<file path="config.mk">
export PLATFORM = sky130hd
export DESIGN_NAME = pc_fetch_sequencer
export DESIGN_NICKNAME = d
export VERILOG_FILES = /design/src/rtl/pc_fetch_sequencer_pkg.sv /design/src/rtl/pc_fetch_sequencer_target_mux.sv /design/src/rtl/pc_fetch_sequencer.sv
export SDC_FILE = /design/constraint.sdc
export NUM_CORES = 1
export LEC_CHECK = 0
export CORE_AREA = 2 2 105 107
export CTS_BUF_LIST = sky130_fd_sc_hd__clkbuf_4
export CTS_CLUSTER_DIAMETER = 150
export DETAILED_ROUTE_END_ITERATION = 8
export DIE_AREA = 0 0 107 109
export MAX_ROUTING_LAYER = met4
export PLACE_DENSITY = 0.79
export SLEW_MARGIN = 20
export SYNTH_ARGS = -nofsm -noshare
export SYNTH_HDL_FRONTEND = slang
export SYNTH_HIERARCHICAL = 1
export SYNTH_SLANG_ARGS = --single-unit
</file>
<file path="constraint.sdc">
create_clock -name clk -period 3.43 [get_ports clk]
set_clock_uncertainty 0.2 [all_clocks]
set_input_delay 1.029 -clock clk [delete_from_list [all_inputs] [get_ports clk]]
set_output_delay 1.029 -clock clk [all_outputs]
set_load 0.01 [all_outputs]
</file>
<file path="src/rtl/pc_fetch_sequencer_pkg.sv">
// Shared types and constants for the PC fetch sequencer.
// Includes the FSM encoding, the redirect bundle and the PC step.
package pc_fetch_sequencer_pkg;

    localparam int unsigned XLEN = 32;

    typedef enum logic [1:0] {
        S_IDLE  = 2'd0,
        S_FETCH = 2'd1,
        S_ISSUE = 2'd2,
        S_EXEC  = 2'd3
    } state_t;

    localparam logic [XLEN-1:0] EXC_VECTOR_DEF = 32'h8000_0180;
    localparam logic [XLEN-1:0] PC_STEP        = 32'd4;

    // Redirect request from the core, sampled together with ex_done
    typedef struct packed {
        logic            exc;
        logic            jump;
        logic [XLEN-1:0] jump_target;
        logic            branch_taken;
        logic [XLEN-1:0] branch_target;
    } redirect_t;

    function automatic logic is_misaligned(input logic [XLEN-1:0] addr);
        return addr[1:0] != 2'b00;
    endfunction

endpackage

</file>
<file path="src/rtl/pc_fetch_sequencer_target_mux.sv">
// Next-PC priority select: exception, jump, taken branch, then PC+4.
// Misaligned jump/branch targets are redirected to the exception vector.
module pc_target_mux
    import pc_fetch_sequencer_pkg::*;
#(
    parameter logic [XLEN-1:0] EXC_VECTOR = EXC_VECTOR_DEF
) (
    input  logic [XLEN-1:0] pc_i,
    input  redirect_t       redir,
    output logic [XLEN-1:0] target,
    output logic            misalign
);

    always_comb begin
        target   = pc_i + PC_STEP;
        misalign = 1'b0;
        if (redir.exc) begin
            target = EXC_VECTOR;
        end else if (redir.jump) begin
            if (is_misaligned(redir.jump_target)) begin
                target   = EXC_VECTOR;
                misalign = 1'b1;
            end else begin
                target = redir.jump_target;
            end
        end else if (redir.branch_taken) begin
            if (is_misaligned(redir.branch_target)) begin
                target   = EXC_VECTOR;
                misalign = 1'b1;
            end else begin
                target = redir.branch_target;
            end
        end
    end

endmodule

</file>
<file path="src/rtl/pc_fetch_sequencer.sv">
// Multicycle fetch/issue/execute controller driving the PC register.
// Holds the FSM, the fetch timeout counter and the instruction latch.
module pc_fetch_sequencer
    import pc_fetch_sequencer_pkg::*;
#(
    parameter logic [XLEN-1:0] EXC_VECTOR = EXC_VECTOR_DEF,
    parameter int unsigned     TIMEOUT    = 16,
    parameter int unsigned     CNT_W      = 5
) (
    input  logic            clk,
    input  logic            rst,
    input  logic [XLEN-1:0] pc_i,
    output logic            pc_we_o,
    output logic [XLEN-1:0] pc_next_o,
    output logic            imem_req_o,
    output logic [XLEN-1:0] imem_addr_o,
    input  logic            imem_ack_i,
    input  logic [XLEN-1:0] imem_rdata_i,
    output logic [XLEN-1:0] instr_o,
    output logic            instr_valid_o,
    input  logic            stall_i,
    input  logic            ex_done_i,
    input  logic            exc_i,
    input  logic            jump_i,
    input  logic [XLEN-1:0] jump_target_i,
    input  logic            branch_taken_i,
    input  logic [XLEN-1:0] branch_target_i,
    output logic            fetch_err_o,
    output logic            misalign_o
);

    state_t           state_q, state_d;
    logic [CNT_W-1:0] cnt_q, cnt_d;
    logic             tmo_q, tmo_d;
    logic [XLEN-1:0]  instr_q, instr_d;

    redirect_t        redir;
    logic [XLEN-1:0]  target;
    logic             target_misalign;

    assign redir = '{
        exc:           exc_i,
        jump:          jump_i,
        jump_target:   jump_target_i,
        branch_taken:  branch_taken_i,
        branch_target: branch_target_i
    };

    pc_target_mux #(
        .EXC_VECTOR (EXC_VECTOR)
    ) u_target_mux (
        .pc_i     (pc_i),
        .redir    (redir),
        .target   (target),
        .misalign (target_misalign)
    );

    always_ff @(posedge clk or negedge rst) begin
        if (!rst) begin
            state_q <= S_IDLE;
            cnt_q   <= '0;
            tmo_q   <= 1'b0;
            instr_q <= '0;
        end else begin
            state_q <= state_d;
            cnt_q   <= cnt_d;
            tmo_q   <= tmo_d;
            instr_q <= instr_d;
        end
    end

    assign instr_o     = instr_q;
    assign fetch_err_o = tmo_q;

    // Next state and outputs; the cycle after a timeout redirects the PC with the request dropped
    always_comb begin
        state_d       = state_q;
        cnt_d         = cnt_q;
        tmo_d         = 1'b0;
        instr_d       = instr_q;
        pc_we_o       = 1'b0;
        pc_next_o     = '0;
        misalign_o    = 1'b0;
        imem_req_o    = 1'b0;
        imem_addr_o   = pc_i;
        instr_valid_o = 1'b0;

        case (state_q)
            S_IDLE: begin
                state_d = S_FETCH;
            end
            S_FETCH: begin
                if (tmo_q) begin
                    pc_we_o   = 1'b1;
                    pc_next_o = EXC_VECTOR;
                    cnt_d     = '0;
                end else begin
                    imem_req_o = 1'b1;
                    if (imem_ack_i) begin
                        instr_d = imem_rdata_i;
                        cnt_d   = '0;
                        state_d = S_ISSUE;
                    end else if (cnt_q == CNT_W'(TIMEOUT - 1)) begin
                        tmo_d = 1'b1;
                        cnt_d = '0;
                    end else begin
                        cnt_d = cnt_q + CNT_W'(1);
                    end
                end
            end
            S_ISSUE: begin
                instr_valid_o = 1'b1;
                state_d       = S_EXEC;
            end
            S_EXEC: begin
                if (ex_done_i && !stall_i) begin
                    pc_we_o    = 1'b1;
                    pc_next_o  = target;
                    misalign_o = target_misalign;
                    state_d    = S_FETCH;
                end
            end
            default: begin
                state_d = S_IDLE;
            end
        endcase
    end

endmodule

</file>
==> flow_metrics.py <==
metrics = {
    "detailed_routing": {
        "via_per_inst": 5.157,
        "totalWireLength_um": 14680,
        "total_iterations_of_the_first_detailed_routing_run": 5,
        "antenna_violating_nets_post_route": 0,
        "route.met3.wl_um": 1268,
        "metal2_wl_um": 7644,
        "route.vias.total": 4198,
        "post_drt_wl_per_cell_um": 18.04,
        "top_signal_layer_used": "met4",
        "detail_route.drc_violations": 0,
        "route.layer.met1.wl_um": 5353,
        "first_iter_violations": 209,
    },
    "clock_network": {
        "clkSlewWorstSetupHoldPaths_ps": 110,
        "cts_buf_count": 5,
        "cts_htree_levels": 2,
        "cts.path.max_buffers": 2,
        "post_cts_hold_buffer_count": 0,
        "clock_tree_from_tritoncts": "done",
        "cts_root_buf": "sky130_fd_sc_hd__clkbuf_4",
        "clock_insertion_delay_worst_skew_ps": 340,
        "clock_sink_count": 40,
    },
    "global_route": {
        "total_global_routing_overflow": 0,
        "initial_antenna_violation_count": 0,
        "vias_in_the_first_global_route": 4299,
        "grt_util_all_layers_pct": 24.78,
        "largest_net_degree_at_the_start_of_global_routing": 41,
        "grt_pass1_wl_um": 21750,
    },
    "sta": {
        "finalMaxSlewViolations": 0,
        "fmaxAchievable_mhz": 258.0,
        "rsz0062_at_grt": "yes",
        "finalHoldViolCount": 0,
        "finalCritPeriodShare_pct": 113.0,
        "fin_tns_setup_ps": -6095,
        "finalSetupViolations": 26,
        "post-route-min-period_ps": 3876,
        "worstMarginPinSlew_ps": 842.7,
        "finalWorstSetupSlack_ps": -445.5,
        "max_slew_margin_pct": 43.82,
    },
    "hold_path": {
        "hold_class": "reg2reg",
    },
    "synth": {
        "synthMostInstantiatedCell": "sky130_fd_sc_hd__dfrtp_1",
        "synthesis.nets": 520,
        "synth.avg_cell_area_um2": 9.328,
        "syn_area_um2": 3526,
        "yosys-top-cells-count": "sky130_fd_sc_hd__dfrtp_1 (40), sky130_fd_sc_hd__and2_1 (33), sky130_fd_sc_hd__buf_4 (33)",
        "ys_ff_latch": 40,
        "yosys.area.top_type_share_pct": 28.39,
        "post_synth_num_cell_types": 52,
        "most_area_consuming_cells_after_synthesis": "sky130_fd_sc_hd__dfrtp_1 (28%), sky130_fd_sc_hd__mux2_4 (13%), sky130_fd_sc_hd__buf_4 (7.0%), sky130_fd_sc_hd__and2_1 (5.9%), sky130_fd_sc_hd__xor2_1 (3.7%)",
        "postSynth.asyncResetShare_pct": 100.0,
        "synth_top_cell_by_area": "sky130_fd_sc_hd__dfrtp_1",
        "synth_edf_count": 0,
        "synth-seq-area-share_pct": 28.39,
        "synth_cells": 378,
        "synth_warnings": 6,
        "synth_ff_type": "sky130_fd_sc_hd__dfrtp_1",
    },
    "die": {
        "die_height_um": 109,
        "floorplan.die_area_um2": 11660,
        "top_level_ports": 237,
        "dieWidth_um": 107,
        "rows": 38,
        "core-area_um2": 10600,
        "start_util_pct": 33.25,
    },
    "place": {
        "routabilityCongestion": 0.9294,
        "detailedPlace.worstSlack_ps": -1341,
        "port_buffers": 236,
        "dp_hpwl_um": 10880,
    },
    "setup_path": {
        "path_buf_inv": 5,
        "worstPathArrival_ps": 2650,
        "critPathKind": "in2out",
        "crit_path_top_delay_cell": "sky130_fd_sc_hd__and4_4",
        "crit_required_ps": 2200,
        "critical_path_peak_fanout": 3,
        "crit_path_max_incr_delay_ps": 260,
        "timing.critical_path.cells": "buf_6 > and4_4 > buf_6 > and4_4 > buf_4 > buf_6 > nand3_2 > mux2i_1 > o21ai_1 > and2_1 > buf_2",
        "start_kind": "input pin",
        "timing.critical_path.mode_cell": "sky130_fd_sc_hd__buf_6",
        "end_kind": "output pin",
        "timing.critical_path.max_delay_family": "simple AND/OR/NAND/NOR gates",
    },
    "finish": {
        "postLayoutCoreUtil_pct": 65.70,
        "area.growth.synth_to_final_pct": 97.55,
        "post_route_cells_drive_above_1_share_pct": 41.84,
        "fill_cells": 751,
        "antenna_diodes": 0,
        "layout.nets": 815,
    },
    "status": {
        "status": "finished, violations left",
        "failed_checks": "setup timing",
    },
    "power": {
        "vdd.ir_drop.worst_mv": 0.3551,
        "powerDensity_nw_per_um2": 406.5,
        "total_power_mw": 2.831,
        "power.leakage_nw": 3.147,
    },
    "run": {
        "cap_viol_max_count": 0,
    },
}
==> registers in the layout, indices dropped and copies added, names as in the netlist <==
register	cells
cnt_q	5
state_q	2
fetch_err_o	1
instr_o	32
==> power breakdown <==
part | total, mW | internal, mW | switching [mW]
sequential | 0.824 | 0.692 | 0.132
clock | 0.306 | 0.161 | 0.146
combinational | 1.70 | 1.07 | 0.635
==> cell usage in the layout (no fill, tap or decap), types with 5 or more instances in the layout <==
master	instances
sky130_fd_sc_hd__buf_6	52
sky130_fd_sc_hd__xor2_1	14
sky130_fd_sc_hd__dlygate4sd2_1	9
sky130_fd_sc_hd__xnor2_1	7
sky130_fd_sc_hd__nand2_1	22
sky130_fd_sc_hd__a22oi_2	9
sky130_fd_sc_hd__dfrtp_1	40
sky130_fd_sc_hd__and2_4	8
sky130_fd_sc_hd__o22ai_1	5
sky130_fd_sc_hd__inv_1	8
sky130_fd_sc_hd__buf_4	69
sky130_fd_sc_hd__clkdlybuf4s50_1	162
sky130_fd_sc_hd__nand3_2	6
sky130_fd_sc_hd__and4_4	5
sky130_fd_sc_hd__a21oi_1	12
sky130_fd_sc_hd__nand3_1	6
sky130_fd_sc_hd__o21ai_0	9
sky130_fd_sc_hd__o21ai_1	14
sky130_fd_sc_hd__mux2_4	31
sky130_fd_sc_hd__nor2_1	10
sky130_fd_sc_hd__nand2_2	5
sky130_fd_sc_hd__mux2i_1	6
sky130_fd_sc_hd__clkbuf_4	6
sky130_fd_sc_hd__a22oi_1	8
sky130_fd_sc_hd__nand4_1	6
sky130_fd_sc_hd__buf_2	33
sky130_fd_sc_hd__a221oi_2	5
sky130_fd_sc_hd__and2_1	25
sky130_fd_sc_hd__ha_1	5
==> worst paths after layout <==
kind                                             start                      end  slack [ps]  cells past startpoint
worst max-delay path                           pc_i[7]            pc_next_o[30]        -450                     11
worst min register to register    cnt_q[4]$_DFFE_PN0P_    fetch_err_o$_DFF_PN0_         270                      1
worst max register to register  state_q[1]$_DFFE_PN0P_   instr_o[3]$_DFFE_PN0P_        1260                      6
worst min-delay path              cnt_q[4]$_DFFE_PN0P_    fetch_err_o$_DFF_PN0_         270                      1
max in group asynchronous                          rst     cnt_q[1]$_DFFE_PN0P_        1920                      1
min in group asynchronous                          rst  instr_o[16]$_DFFE_PN0P_         580                      1
==> routing by layer <==
layer | vias to the layer above | global-route usage [%]
met5 | - | -
met1 | 1967 | 26.21
li1 | 1912 | -
met2 | 274 | 45.18
met4 | 0 | 10.67
met3 | 45 | 4.782
==> repair_timing <==
action	CTS	global route
gates resized for setup	364	50
pin swaps	52	52
setup buffers	27	15
setup endpoints to repair	46	33
cloned	3	0
==> cells by family (layout without fill, tap and decap cells) <==
kind of cell | Yosys count | in the layout | share of synthesized area, %
buffers and inverters | 61 | 357 | 10.96
xor gates and xnor gates | 25 | 25 | 6.210
DFF | 40 | 40 | 28.39
adders and majority gates | 6 | 6 | 2.129
muxes | 39 | 39 | 15.44
AOI/OAI and AO/OA | 78 | 78 | 14.83
and+or+nand+nor | 129 | 129 | 22.04
==> layout make-up <==
class                           instances  area (um^2)  share of cell area [%]
Inverter                                9        36.28                  0.5209
Clock inverter                          2        35.03                  0.5030
Multi-Input combinational cell        277         2482                   35.64
Tap cell                              140        175.2                   2.515
Sequential cell                        40         1001                   14.37
Clock buffer                            6        45.04                  0.6467
Timing Repair Buffer                  340         3191                   45.81
==> worst register-to-register path, cell delays in order (launching register included) <==
cell,delay [ps]
sky130_fd_sc_hd__dfrtp_1,390
sky130_fd_sc_hd__inv_1,90
sky130_fd_sc_hd__ha_1,180
sky130_fd_sc_hd__buf_4,180
sky130_fd_sc_hd__nor2b_4,150
sky130_fd_sc_hd__nand2_4,460
sky130_fd_sc_hd__mux2_2,420
==> through the flow <==
stage               instance area (um^2)  hold slack (ps)  cells
finish                              6965            272.2    814
global route                        6965            303.0    814
CTS                                 6763            274.0    805
detailed placement                  6261            253.3    767
global placement                    6261            233.3    767
floorplan                           3572            217.7    378
Note: power is estimated with default switching activity, not from simulation.
